<file path="src/rtl/ssd_row_feeder.sv">
// rtl/ssd_row_feeder.sv - packs paired pixel streams into row words and sequences one MAC window per start.
// Optional flush_in port is enabled by defining SSD_FEEDER_FLUSH_EN.
module ssd_row_feeder #(
  parameter int PIXEL_WIDTH = 8,
  parameter int ROW_PIXELS  = 6,
  parameter int WINDOW_ROWS = 6
) (
  input  logic                              clk_in,
  input  logic                              rst_n_in,
  input  logic                              start_in,
  input  logic                              pixel_valid_in,
  output logic                              pixel_ready_out,
  input  logic [PIXEL_WIDTH-1:0]            left_pixel_in,
  input  logic [PIXEL_WIDTH-1:0]            right_pixel_in,
`ifdef SSD_FEEDER_FLUSH_EN
  input  logic                              flush_in,
`endif
  output logic [PIXEL_WIDTH*ROW_PIXELS-1:0] left_row_out,
  output logic [PIXEL_WIDTH*ROW_PIXELS-1:0] right_row_out,
  output logic                              row_valid_out,
  output logic                              mac_clear_out,
  output logic                              window_done_out,
  output logic                              busy_out
);

  localparam int ROW_W = PIXEL_WIDTH * ROW_PIXELS;
  localparam int PCW   = $clog2(ROW_PIXELS + 1);
  localparam int RCW   = $clog2(WINDOW_ROWS + 1);
  localparam logic [PCW-1:0] LAST_PIX = PCW'(ROW_PIXELS - 1);
  localparam logic [RCW-1:0] LAST_ROW = RCW'(WINDOW_ROWS - 1);

  typedef enum logic [2:0] {
    S_IDLE,
    S_CLEAR,
    S_PACK,
    S_EMIT,
    S_DONE
  } state_t;

  state_t             state_q, state_d;
  logic [PCW-1:0]     pix_cnt_q, pix_cnt_d;
  logic [RCW-1:0]     row_cnt_q, row_cnt_d;
  logic [ROW_W-1:0]   left_buf_q, left_buf_d;
  logic [ROW_W-1:0]   right_buf_q, right_buf_d;
  logic [ROW_W-1:0]   left_row_q, left_row_d;
  logic [ROW_W-1:0]   right_row_q, right_row_d;
  logic [ROW_W-1:0]   left_merged, right_merged;
  logic               hs;
  logic               flush_req;

  always_comb begin
    state_d     = state_q;
    pix_cnt_d   = pix_cnt_q;
    row_cnt_d   = row_cnt_q;
    left_buf_d  = left_buf_q;
    right_buf_d = right_buf_q;
    left_row_d  = left_row_q;
    right_row_d = right_row_q;
    flush_req   = 1'b0;
`ifdef SSD_FEEDER_FLUSH_EN
    flush_req   = flush_in;
`endif
    hs           = (state_q == S_PACK) && pixel_valid_in;
    left_merged  = left_buf_q;
    right_merged = right_buf_q;
    // Buffers are cleared at each row load, so unfilled slots are already zero on a flush.
    for (int k = 0; k < ROW_PIXELS; k++) begin
      if (hs && (pix_cnt_q == PCW'(k))) begin
        left_merged[k*PIXEL_WIDTH +: PIXEL_WIDTH]  = left_pixel_in;
        right_merged[k*PIXEL_WIDTH +: PIXEL_WIDTH] = right_pixel_in;
      end
    end

    case (state_q)
      S_IDLE: begin
        if (start_in) state_d = S_CLEAR;
      end
      S_CLEAR: begin
        row_cnt_d   = '0;
        pix_cnt_d   = '0;
        left_buf_d  = '0;
        right_buf_d = '0;
        state_d     = S_PACK;
      end
      S_PACK: begin
        if ((hs && (pix_cnt_q == LAST_PIX)) || (flush_req && (hs || (pix_cnt_q != '0)))) begin
          left_row_d  = left_merged;
          right_row_d = right_merged;
          left_buf_d  = '0;
          right_buf_d = '0;
          pix_cnt_d   = '0;
          if (flush_req) row_cnt_d = LAST_ROW;
          state_d     = S_EMIT;
        end else if (flush_req) begin
          state_d = S_DONE;
        end else if (hs) begin
          left_buf_d  = left_merged;
          right_buf_d = right_merged;
          pix_cnt_d   = pix_cnt_q + 1'b1;
        end
      end
      S_EMIT: begin
        row_cnt_d = row_cnt_q + 1'b1;
        state_d   = (row_cnt_q == LAST_ROW) ? S_DONE : S_PACK;
      end
      S_DONE: begin
        state_d = S_IDLE;
      end
      default: begin
        state_d = S_IDLE;
      end
    endcase
  end

  always_ff @(posedge clk_in or negedge rst_n_in) begin
    if (!rst_n_in) begin
      state_q     <= S_IDLE;
      pix_cnt_q   <= '0;
      row_cnt_q   <= '0;
      left_buf_q  <= '0;
      right_buf_q <= '0;
      left_row_q  <= '0;
      right_row_q <= '0;
    end else begin
      state_q     <= state_d;
      pix_cnt_q   <= pix_cnt_d;
      row_cnt_q   <= row_cnt_d;
      left_buf_q  <= left_buf_d;
      right_buf_q <= right_buf_d;
      left_row_q  <= left_row_d;
      right_row_q <= right_row_d;
    end
  end

  assign pixel_ready_out = (state_q == S_PACK);
  assign mac_clear_out   = (state_q == S_CLEAR);
  assign row_valid_out   = (state_q == S_EMIT);
  assign window_done_out = (state_q == S_DONE);
  assign busy_out        = (state_q != S_IDLE);
  assign left_row_out    = left_row_q;
  assign right_row_out   = right_row_q;

endmodule
</file>
<file path="config.mk">
export PLATFORM = sky130hd
export DESIGN_NAME = ssd_row_feeder
export DESIGN_NICKNAME = d
export VERILOG_FILES = /design/src/rtl/ssd_row_feeder.sv
export SDC_FILE = /design/constraint.sdc
export NUM_CORES = 1
export LEC_CHECK = 0
export BUFFER_PORTS_ARGS = -buffer_cell sky130_fd_sc_hd__buf_2
export CAP_MARGIN = 20
export CORE_MARGIN = 3
export CORE_UTILIZATION = 30
export CTS_CLUSTER_DIAMETER = 100
export CTS_CLUSTER_SIZE = 40
export DETAILED_ROUTE_END_ITERATION = 10
export PLACE_DENSITY = 0.5
export SLEW_MARGIN = 20
export SYNTH_ARGS = -nofsm -noshare
export SYNTH_HDL_FRONTEND = slang
export SYNTH_SLANG_ARGS = --single-unit
</file>
<file path="constraint.sdc">
create_clock -name clk_in -period 3.6 [get_ports clk_in]
set_input_delay 0.36 -clock clk_in [delete_from_list [all_inputs] [get_ports clk_in]]
set_output_delay 0.36 -clock clk_in [all_outputs]
set_load 0.01 [all_outputs]
</file>
### After elaboration in Yosys (flattened, before gate mapping)

Index checks and enable logic that the tools add are counted.

| cells by class | value |
|---|---|
| add/sub/neg operators | 2 |
| $mul | 0 |
| div/mod/pow operators | 0 |
| $lt $le $gt $ge | 0 |
| eq/ne operators | 13 |
| shift operators | 0 |
| mux-type cells | 26 |
| bitwise logic cells | 0 |
| reduce and logical (&&, ||, !) cells | 15 |

Operators by type and width:

| kind | number |
|---|---|
| 2-to-1 mux 48 bit | 4 |
| one-hot mux 48 bit (2 select lines) | 2 |
| 2-to-1 mux 8 bit | 12 |
| 2-to-1 mux 3 bit | 5 |
| == test 3 x 2 -> 1 bit, second input constant | 4 |
| == test 3 bit, second input constant | 4 |
| one-hot mux 3 bit (2 select lines) | 2 |
| one-hot mux 3 bit (4 select lines) | 1 |
| logical AND 1 bit | 7 |
| adder 3 x 1 -> 3 bit, second input constant | 2 |
| == test 3 x 1 -> 1 bit, second input constant | 2 |
| logical NOT 3 bit | 2 |
| AND reduction 2 bit | 3 |
| nonzero test 2 bit | 2 |
| != test 3 x 1 -> 1 bit, second input constant | 1 |
| nonzero test 3 bit | 1 |
| != test 2 x 1 -> 1 bit, second input constant | 1 |
| != test 2 bit, second input constant | 1 |

| storage, ports and cells | value |
|---|---|
| register bits | 201 |
| latch bits | 0 |
| memory bits (writable) | 0 |
| memory bits (read-only) | 0 |
| input port bits | 20 |
| output and inout port bits | 101 |
| logic and storage cells | 63 |
| memories | 0 |

### Logic depth before layout (Yosys ltp)

Gate-level depths: netlist of run 1.

| depth | value |
|---|---|
| depth after elaboration | 7 |
| depth in mapped cells | 10 |

### Worst setup path before layout of run 1

OpenSTA, ideal clock, no wires.

| path | value |
|---|---|
| path type | reg2reg |
| from | register pix_cnt_q[2] |
| to | register left_buf_q[30] |
| arrival | 2.181 ns |
| required time | 3.474 ns |
| slack | 1.293 ns |
| cell stages (with the launch flop) | 11 |
| buffers on the path | 6 |
| cell sequence | dfrtp_1 > buf_2 > clkbuf_1 > buf_1 > inv_1 > ha_1 > clkbuf_1 > and3_1 > clkbuf_1 > buf_2 > a221o_1 |

| on the way | value |
|---|---|
| word-level cells in the longest chain between the ends | 6 |
| elaborated cells on any way between the ends | 10 |

RTL lines:

| element | line | text |
|---|---|---|
| start: declaration | 41 | `logic [PCW-1:0] pix_cnt_q, pix_cnt_d;` |
| start signal: assignment | 126 | `pix_cnt_q <= pix_cnt_d;` |
| == test 3 x 2 -> 1 bit | 68 | `if (hs && (pix_cnt_q == PCW'(k))) begin` |
| logical AND 1 bit | 68 |  |
| 2-to-1 mux 8 bit | 68 |  |
| 2-to-1 mux 48 bit | 96 | `end else if (hs) begin` |
| 2-to-1 mux 48 bit | 86 | `if ((hs && (pix_cnt_q == LAST_PIX)) \|\| (flush_req && (hs \|\| (pix_cnt_q != '0)))) begin` |
| one-hot mux 48 bit (2 select lines) | 74 | `case (state_q)` |
| end signal: assignment | 128 | `left_buf_q <= left_buf_d;` |
| end: declaration | 43 | `logic [ROW_W-1:0] left_buf_q, left_buf_d;` |

Parallel ways exist; a longest one is shown, timed or not. The select of a mux whose other input is x is not followed.
A chain may end at the register's enable or synchronous reset.

### Worst setup path after layout of run 1

| path | value |
|---|---|
| from | register state_q[1] |
| to | output mac_clear_out |

| on the way | value |
|---|---|
| word-level cells in the longest chain between the ends | 1 |

RTL lines:

| element | line | text |
|---|---|---|
| start: declaration | 40 | `state_t state_q, state_d;` |
| start signal: assignment | 125 | `state_q <= state_d;` |
| == test 3 x 1 -> 1 bit | 136 | `assign mac_clear_out = (state_q == S_CLEAR);` |
| end: declaration | 21 | `output logic mac_clear_out,` |

No other way between the ends.

==> impl_metrics.ini, run 1 <==
[worst_setup_path]
r2r_cells = 6
critPathKind = reg2out
cp_max_fo = 18
crit_path_max_incr_delay_ps = 720
r2r-end = left_row_out[24]$_DFFE_PN0P_
cp.required_ps = 3240
crit_chain = or3b_1 -> buf_4 -> inv_1 -> buf_2
arrival_ps = 2460
endpoint_kind = output pin
critPathLaunchType = flop
reg2reg_setup_slack_ps = 1030
crit_family = simple AND/OR/NAND/NOR gates
cp_num_buf_inv = 3
reg2reg_from = pix_cnt_q[2]$_DFFE_PN0P_
cp_slowest_cell = or3b_1

[cells_and_area]
drive_above_1_share_pct = 25.9
antenna_cells = 0
layout_common_cells = dfrtp_1, buf_2, nand3_1
final_common_cell = dfrtp_1
design_area_sq_mm = 0.00985
seq_area_sq_mm = 0.00463
area_delta_synth_final_pct = 16.3
fin_util_pct = 36.0
fill_cells = 2831
multi_input_area_sq_mm = 0.00337
final_nets = 865

[place]
place.gp.congestion = 0.734
placed_area_sq_mm = 0.00928
port_buffers = 120
dpl.hpwl_mm = 15.6

[power_and_ir_drop]
power.internal_w = 0.00538
p_clk_share_pct = 21.3
peakVddDrop_uv = 372
pwr-share-comb_pct = 37.6
p_seq_share_pct = 41.1
power.total_w = 0.00889
power_switching_w = 0.00351
switching_share_pct = 39.5
pwr_density_cell_mw_per_mm2 = 902
p_leak_nw = 4.46

[clock_tree]
cts_root_buffer = clkbuf_16
ctsResizeCount = 0
clkTransAtPathRegs_ps = 70
holdBufCountCts = 0
numCtsBuffers = 17
htreeDepth = 4
clk_latency_ps = 430
clockBufferDepth = 2
cts_setup_buffers = 0
cts_tree = done
cts_sinks = 185

[status]
violations = negative hold slack
status = finished, violations left

[floorplanning]
core-area_sq_mm = 0.0273
die_h_um = 174
ios = 121
start_util_pct = 31.0
dieArea_sq_mm = 0.0303
fp.dieW_um = 174
rows = 60

[sta]
max_freq_mhz = 355
slew_headroom_pct = 44.2
tns_ps = 0
fin_hold_ws_ps = -23.6
setup_viol = 0
fin_crit_ps = 2820
timing.final.crit_share_pct = 78.4
rsz0062_at_grt = no
hold_violations = 10
worst_pin_slew_ps = 836
slew_viol_final = 0
clock_skew_ps = 10.8

[global_routing]
grt_pass1_vias = 6584
antenna_found_initial = 0
grt_pass1_wl_mm = 41.7
track_usage_pct = 17.5
grt_max_degree = 86
grt_remaining_overflow = 0

[route]
drc_errors = 0
drt_wl_total_mm = 26.5
drt-initial-drc-count = 663
avgRoutedWirePerCell_um = 21.7
ant_nets = 0
first_pass_iters = 4
vias = 6748
via_per_inst = 5.53

[yosys]
syn_nets = 812
ys_types = 42
netlist_area_sq_mm = 0.00847
yosys_warnings = 0
synth_seq_area_share_pct = 54.7
syn_inst = 785
yosys_register_bits = 185
syn-mean-instance-area_sq_um = 10.8

[flow_run]
cap_violations = 0

[min_path]
hold_path_class = in2async
cells in the mapped netlist (all sizes together):
master / n / area share (%)
nand4: 49 / 3.6
and4: 16 / 1.7
a21oi: 64 / 3.8
nand2b: 8 / 0.59
nor3: 1 / 0.059
nor2b: 1 / 0.074
nand3: 114 / 6.7
a32o: 1 / 0.12
a22o: 17 / 1.8
o21ai: 52 / 3.1
and4bb: 1 / 0.15
a221o: 32 / 3.8
or3b: 2 / 0.21
a211oi: 1 / 0.089
o211a: 1 / 0.12
dfrtp: 185 / 55
mux2: 48 / 6.4
nand4bb: 1 / 0.13
ha: 7 / 1.0
nand4b: 1 / 0.10
and3: 3 / 0.22
a31oi: 32 / 2.4
nor4b: 1 / 0.18
inv: 7 / 0.31
and2: 2 / 0.18
and3b: 1 / 0.10
a21o: 1 / 0.089
clkbuf: 76 / 3.4
nor2: 1 / 0.074
nand2: 6 / 0.27
nand3b: 1 / 0.089
buf: 32 / 2.1
nor3b: 2 / 0.24
or3: 1 / 0.074
o2111a: 16 / 2.1
o2bb2ai: 1 / 0.10
through the flow:
stage          cells  setup WS [ps]  hold WS (ps)
3_3_place_gp    1191           1110           473
2_1_floorplan    785           1290          64.4
3_5_place_dp    1191           1100           474
5_1_grt         1221            664          33.4
6_report        1221            779         -23.6
4_1_cts         1221            782          12.5
metal layers:
layer / vias to the layer above / track usage, % / share of wire, %
li1: 3075 / - / -
met2: 203 / 26.1 / 46
met5: - / 0 / 0
met1: 3438 / 25.6 / 47
met4: 0 / 5.83 / 2.6
met3: 32 / 3.36 / 5.4
registers in the layout, indices dropped and copies added, names as in the netlist:
signal         count
pix_cnt_q          3
left_row_out      48
left_buf_q        40
right_row_out     48
row_cnt_q          3
right_buf_q       40
state_q            3
worst register-to-register path, cell delays in order (launching register included):
cell and delay (ps):
dfrtp_1 890, inv_1 110, ha_1 230, buf_4 200
inv_1 630, o21ai_0 220, a31oi_1 210
cells by family (layout without fill, tap and decap cells):
group / Yosys count / in the layout / share of synthesized area (%)
compound gates: 218 / 218 / 17.4
simple gates: 212 / 212 / 14.7
flops: 185 / 185 / 54.7
buf+inv: 115 / 179 / 5.79
mux: 48 / 48 / 6.38
fa+ha+maj: 7 / 7 / 1.03
layout make-up:
cell class	instances	share of cell area [%]
clock buffers	17	4.32
clock inverters	13	1.46
inverters	7	0.267
multi-input cells	485	34.2
flip-flops and latches	185	47.0
well taps	372	4.73
repair buffers	142	7.99
power groups by stage:
stage	Clock [W]	Combinational (W)	Sequential, W
finish	0.00189	0.00334	0.00365
floorplan	0	0.00207	0.00371
global placement	0	0.00334	0.00366
detailed placement	0	0.00340	0.00367
CTS	0.00193	0.00340	0.00365
global route	0.00202	0.00370	0.00379
worst max path at each step:
stage	start	to	depth (start not counted)	slack, ps
global placement	pix_cnt_q[2]$_DFFE_PN0P_	left_row_out[24]$_DFFE_PN0P_	6	1110
finish	state_q[1]$_DFFE_PN0P_	mac_clear_out	4	780
CTS	state_q[1]$_DFFE_PN0P_	mac_clear_out	4	780
detailed placement	pix_cnt_q[2]$_DFFE_PN0P_	left_row_out[24]$_DFFE_PN0P_	6	1100
global route	state_q[1]$_DFFE_PN0P_	mac_clear_out	4	660
floorplan	pix_cnt_q[2]$_DFFE_PN0P_	left_buf_q[30]$_DFFE_PN0P_	10	1290
(Power assumes the default switching activity.)
==> inputs of run 2 (changes only) <==
Clock period 3.6 ns to 3 ns, I/O delays scaled along.
==> run 2 against run 1 <==
The flow now finishes without violations. Die area did not move. Non-clock buffer count rose by 8. Sequential power rose by 19%. Final cell count rose by 0.82%. Critical path depth fell by 1. Total power rose by 19%. Via count barely moved. Clock power rose by 15%. Clock skew rose by 6.0 ps. Critical endpoint is now pixel_ready_out. Largest cell class unchanged. Largest power group unchanged.
==> impl_metrics.ini, run 2 (synthesis results as in run 1) <==
[floorplanning]
dieArea_sq_mm = 0.0303
rows = 60
ios = 121
core-area_sq_mm = 0.0273
fp.dieW_um = 174
start_util_pct = 31.0
die_h_um = 174

[clock_tree]
clkTransAtPathRegs_ps = 70
numCtsBuffers = 17
clk_latency_ps = 420
htreeDepth = 4
cts_root_buffer = clkbuf_16
clockBufferDepth = 2
cts_sinks = 185
cts_tree = done

[place]
port_buffers = 120
placed_area_sq_mm = 0.00936
dpl.hpwl_mm = 15.5
place.gp.congestion = 0.740

[route]
vias = 6751
avgRoutedWirePerCell_um = 21.3
drc_errors = 0
drt-initial-drc-count = 605
ant_nets = 0
first_pass_iters = 5
drt_wl_total_mm = 26.2
via_per_inst = 5.48

[cells_and_area]
fill_cells = 2814
design_area_sq_mm = 0.00994
final_common_cell = dfrtp_1
drive_above_1_share_pct = 26.7
layout_common_cells = dfrtp_1, buf_2, nand3_1
area_delta_synth_final_pct = 17.3
antenna_cells = 0
final_nets = 873
fin_util_pct = 36.4

[global_routing]
grt_max_degree = 131
grt_remaining_overflow = 0
grt_pass1_wl_mm = 41.7
antenna_found_initial = 0
grt_pass1_vias = 6750
track_usage_pct = 17.3

[sta]
tns_ps = 0
worst_pin_slew_ps = 733
fin_hold_ws_ps = 191
slew_headroom_pct = 51.2
rsz0062_at_grt = no
setup_viol = 0
fin_crit_ps = 2340
clock_skew_ps = 16.8
slew_viol_final = 0
max_freq_mhz = 428
timing.final.crit_share_pct = 77.8
hold_violations = 0

[flow_run]
cap_violations = 0

[power_and_ir_drop]
power.total_w = 0.0106
pwr_density_cell_mw_per_mm2 = 1070
peakVddDrop_uv = 448
p_leak_nw = 4.50

[min_path]
hold_path_end = state_q[0]$_DFFE_PN0P_
hold_path_class = in2reg
holdPathStages = 3
hold_path.startpoint = start_in

[worst_setup_path]
critPathLaunchType = flop
critPathKind = reg2out
endpoint_kind = output pin
cp_max_fo = 50
arrival_ps = 2040
reg2reg_from = pix_cnt_q[2]$_DFFE_PN0P_
r2r-end = left_row_out[35]$_DFFE_PN0P_
reg2reg_setup_slack_ps = 780
cp.required_ps = 2700
r2r_cells = 5

[status]
status = complete, no violations
## run 2: how the worst max path moves through the flow
stage	cells past startpoint	startpoint	endpoint
detailed placement	6	pix_cnt_q[1]$_DFFE_PN0P_	right_row_out[4]$_DFFE_PN0P_
floorplan	10	pix_cnt_q[2]$_DFFE_PN0P_	left_buf_q[30]$_DFFE_PN0P_
global placement	6	pix_cnt_q[1]$_DFFE_PN0P_	right_row_out[44]$_DFFE_PN0P_
global route	4	state_q[0]$_DFFE_PN0P_	mac_clear_out
CTS	3	state_q[0]$_DFFE_PN0P_	pixel_ready_out
finish	3	state_q[0]$_DFFE_PN0P_	pixel_ready_out
## run 2: worst max-delay path, cell delays in order (launching register included)
cell and delay (ps):
dfrtp_1 560, nor3b_4 280, buf_4 500, buf_2 240
## run 2: timing repair
item,4_1_cts,5_1_grt
hold endpoints to repair,81,0
hold buffers,1,0
gates resized for setup,0,0
buffers inserted,0,0
## run 2: metrics by stage
step	instances	worst slack, ps
2_1_floorplan	785	693
3_3_place_gp	1198	826
3_5_place_dp	1198	812
4_1_cts	1231	630
5_1_grt	1231	527
6_report	1231	665
## run 2: power breakdown
group	total (W)	switching [W]	internal, W
Clock	0.00218	0.00102	0.00116
Combinational	0.00409	0.00243	0.00166
Sequential	0.00435	0.000752	0.00360
## run 2: layout make-up
type | count | area [sq um] | area share (%)
flip-flops and latches | 185 | 4630 | 46.6
multi-input cells | 485 | 3370 | 33.9
repair buffers | 150 | 875 | 8.80
clock buffers | 21 | 480 | 4.84
well taps | 372 | 465 | 4.68
clock inverters | 11 | 87.6 | 0.882
inverters | 7 | 26.3 | 0.264
## run 2: routing by layer
metal  vias to the layer above  share of wire [%]  GRT usage (%)  wire length (um)
met3                        17                4.9           3.36              1300
met2                       192                 47           27.3             12300
met5                         -                  0              0                 0
met4                         0                1.3           4.32               333
li1                       3103                  -              -                 -
met1                      3439                 47           24.6             12300
==> inputs of run 3 (changes only) <==
Settings changed: ABC_AREA set to 1.
Clock period 3 ns to 2.25 ns, I/O delays scaled along.
==> run 3 against run 2 <==
Design area grew 1.4%. Clock power rose by 30%. Flip-flop and latch count stayed put. Final cell count up 28%. Critical endpoint unchanged.
==> impl_metrics.ini, run 3 <==
[status]
status = complete, no violations

[route]
drt-initial-drc-count = 553
via_per_inst = 4.64
dr_wl_met3_mm = 1.07
avgRoutedWirePerCell_um = 16.1
vias = 7307
routedLengthMet1_mm = 12.3
dr_wl_met2_mm = 11.7
drt_wl_total_mm = 25.4
drc_errors = 0
ant_nets = 0
routed.top_layer = met4
first_pass_iters = 5

[sta]
fin_crit_ps = 2110
hold_violations = 0
setup_ws_ps = 138
clock_skew_ps = 7.10
setup_viol = 0
slew_headroom_pct = 57.5
slew_viol_final = 0
rsz0062_at_grt = no
worst_pin_slew_ps = 638
tns_ps = 0
max_freq_mhz = 474
timing.final.crit_share_pct = 93.9

[clock_tree]
clk_latency_ps = 430
numCtsBuffers = 17
cts_tree = done
clkTransAtPathRegs_ps = 70
cts_sinks = 185
clockBufferDepth = 2
htreeDepth = 4
cts_setup_buffers = 0
cts_root_buffer = clkbuf_16

[yosys]
ys_types = 25
ys.flop_type = dfrtp_1
synth_seq_area_share_pct = 54.8
synth_top_area_cell = dfrtp_1
synth_edf_count = 0
yosysMostFrequentCell = nand2_1
yosys_register_bits = 185
syn_inst = 1090
synth_top_area_share_pct = 54.8
synth_area_leaders = dfrtp_1, nand2_1, nand4_1
syn_nets = 1117
synthTopCellsByCount = nand2_1, dfrtp_1, nand4_1
netlist_area_sq_mm = 0.00845
yosys_warnings = 0
async_flop_share_pct = 100
syn-mean-instance-area_sq_um = 7.75

[worst_setup_path]
endpoint_kind = output pin
cp_max_fo = 47
critPathLaunchType = flop
cp.required_ps = 2030
arrival_ps = 1890
critPathKind = reg2out

[global_routing]
antenna_found_initial = 0
grt_pass1_vias = 7416
grt_pass1_wl_mm = 41.4
grt_max_degree = 97
track_usage_pct = 17.0
grt_remaining_overflow = 0

[place]
port_buffers = 120
placed_area_sq_mm = 0.00952
placedCellCount = 1544
pre_cts_ws_ps = 437
dpl.hpwl_mm = 15.8
place.gp.congestion = 0.749

[floorplanning]
die_h_um = 174
rows = 60
core-area_sq_mm = 0.0273
fp.dieW_um = 174
start_util_pct = 30.9
dieArea_sq_mm = 0.0302
ios = 121

[cells_and_area]
final_cells = 1576
final_nets = 1219
final_common_cell = nand2_1
layout_common_cells = nand2_1, dfrtp_1, buf_2
antenna_cells = 0
multi_input_area_sq_mm = 0.00345
fill_cells = 2981
design_area_sq_mm = 0.0101
seq_area_sq_mm = 0.00463
area_delta_synth_final_pct = 19.2
drive_above_1_share_pct = 16.3

[power_and_ir_drop]
p_leak_nw = 5.97
power.total_w = 0.00981
pwr_density_cell_mw_per_mm2 = 974
peakVddDrop_uv = 599

[min_path]
hold_path_class = in2reg

[flow_run]
cap_violations = 0
## run 3: cell types whose count changed in the layout (fill, tap and decap cells not counted), moves of 32 or more
cell     change
a31oi_1     -32
a21oi_1     -63
mux2_2      -39
a221o_1     -32
nand2_1    +699
o21ai_0     -45
nand3_1     -98
## run 3: per-stage QoR
step / hold WS, ps / util (%)
floorplan: -70.6 / -
detailed placement: 316 / 34.8
CTS: 19.3 / 36.8
global placement: 318 / 34.8
global route: 35.9 / 36.9
finish: 35.7 / 36.9
## run 3: kinds of logic after synthesis
kind of cell	Yosys count	synth area share, %
adders and majority gates	7	1.04
buffers and inverters	84	4.43
DFF	185	54.8
xor gates and xnor gates	1	0.104
and+or+nand+nor	805	39.0
AOI/OAI and AO/OA	8	0.681
## run 3: final timing paths
path                            slack [ps]  cells past startpoint                     startpoint                       endpoint
worst max-delay path                   140                      4         state_q[1]$_DFFE_PN0P_                pixel_ready_out
worst min-delay path                    40                      2                       start_in         state_q[0]$_DFFE_PN0P_
worst max register to register         410                     10       pix_cnt_q[0]$_DFFE_PN0P_    left_row_out[7]$_DFFE_PN0P_
worst min register to register         470                      2  right_row_out[45]$_DFFE_PN0P_  right_row_out[45]$_DFFE_PN0P_
max in group asynchronous             1210                      3                       rst_n_in   right_row_out[2]$_DFFE_PN0P_
min in group asynchronous              390                      2                       rst_n_in  right_row_out[14]$_DFFE_PN0P_
## run 3: area by class of cell
cell class | instances | area share (%)
Sequential cell | 185 | 46.0
Inverter | 17 | 0.634
Timing Repair Buffer | 150 | 9.22
Tap cell | 372 | 4.62
Clock buffer | 19 | 4.40
Clock inverter | 12 | 0.944
Multi-Input combinational cell | 821 | 34.2
## run 3: repair_timing
| action | CTS | global route |
|---|---|---|
| setup endpoints to repair | 0 | 1 |
| hold buffers | 1 | 0 |
| endpoints found under the hold margin | 65 | 0 |
| resized for setup | 0 | 1 |
## run 3: report_power, final
part	switching (W)	internal (W)	leakage, nW
registers	0.000285	0.00376	2.57
logic	0.00209	0.000851	3.14
clock network	0.00137	0.00146	0.261
## run 3: layer usage
metal	up-vias	GRT usage [%]
met3	18	3.53
met1	3532	23.5
met5	-	0
met4	0	3.99
li1	3606	-
met2	151	27.6
## run 3: worst max-delay path, cell delays in order, from the launching register on
cell,delay (ps)
dfrtp_1,520
nand2_1,140
nor2_4,180
buf_6,340
buf_2,220
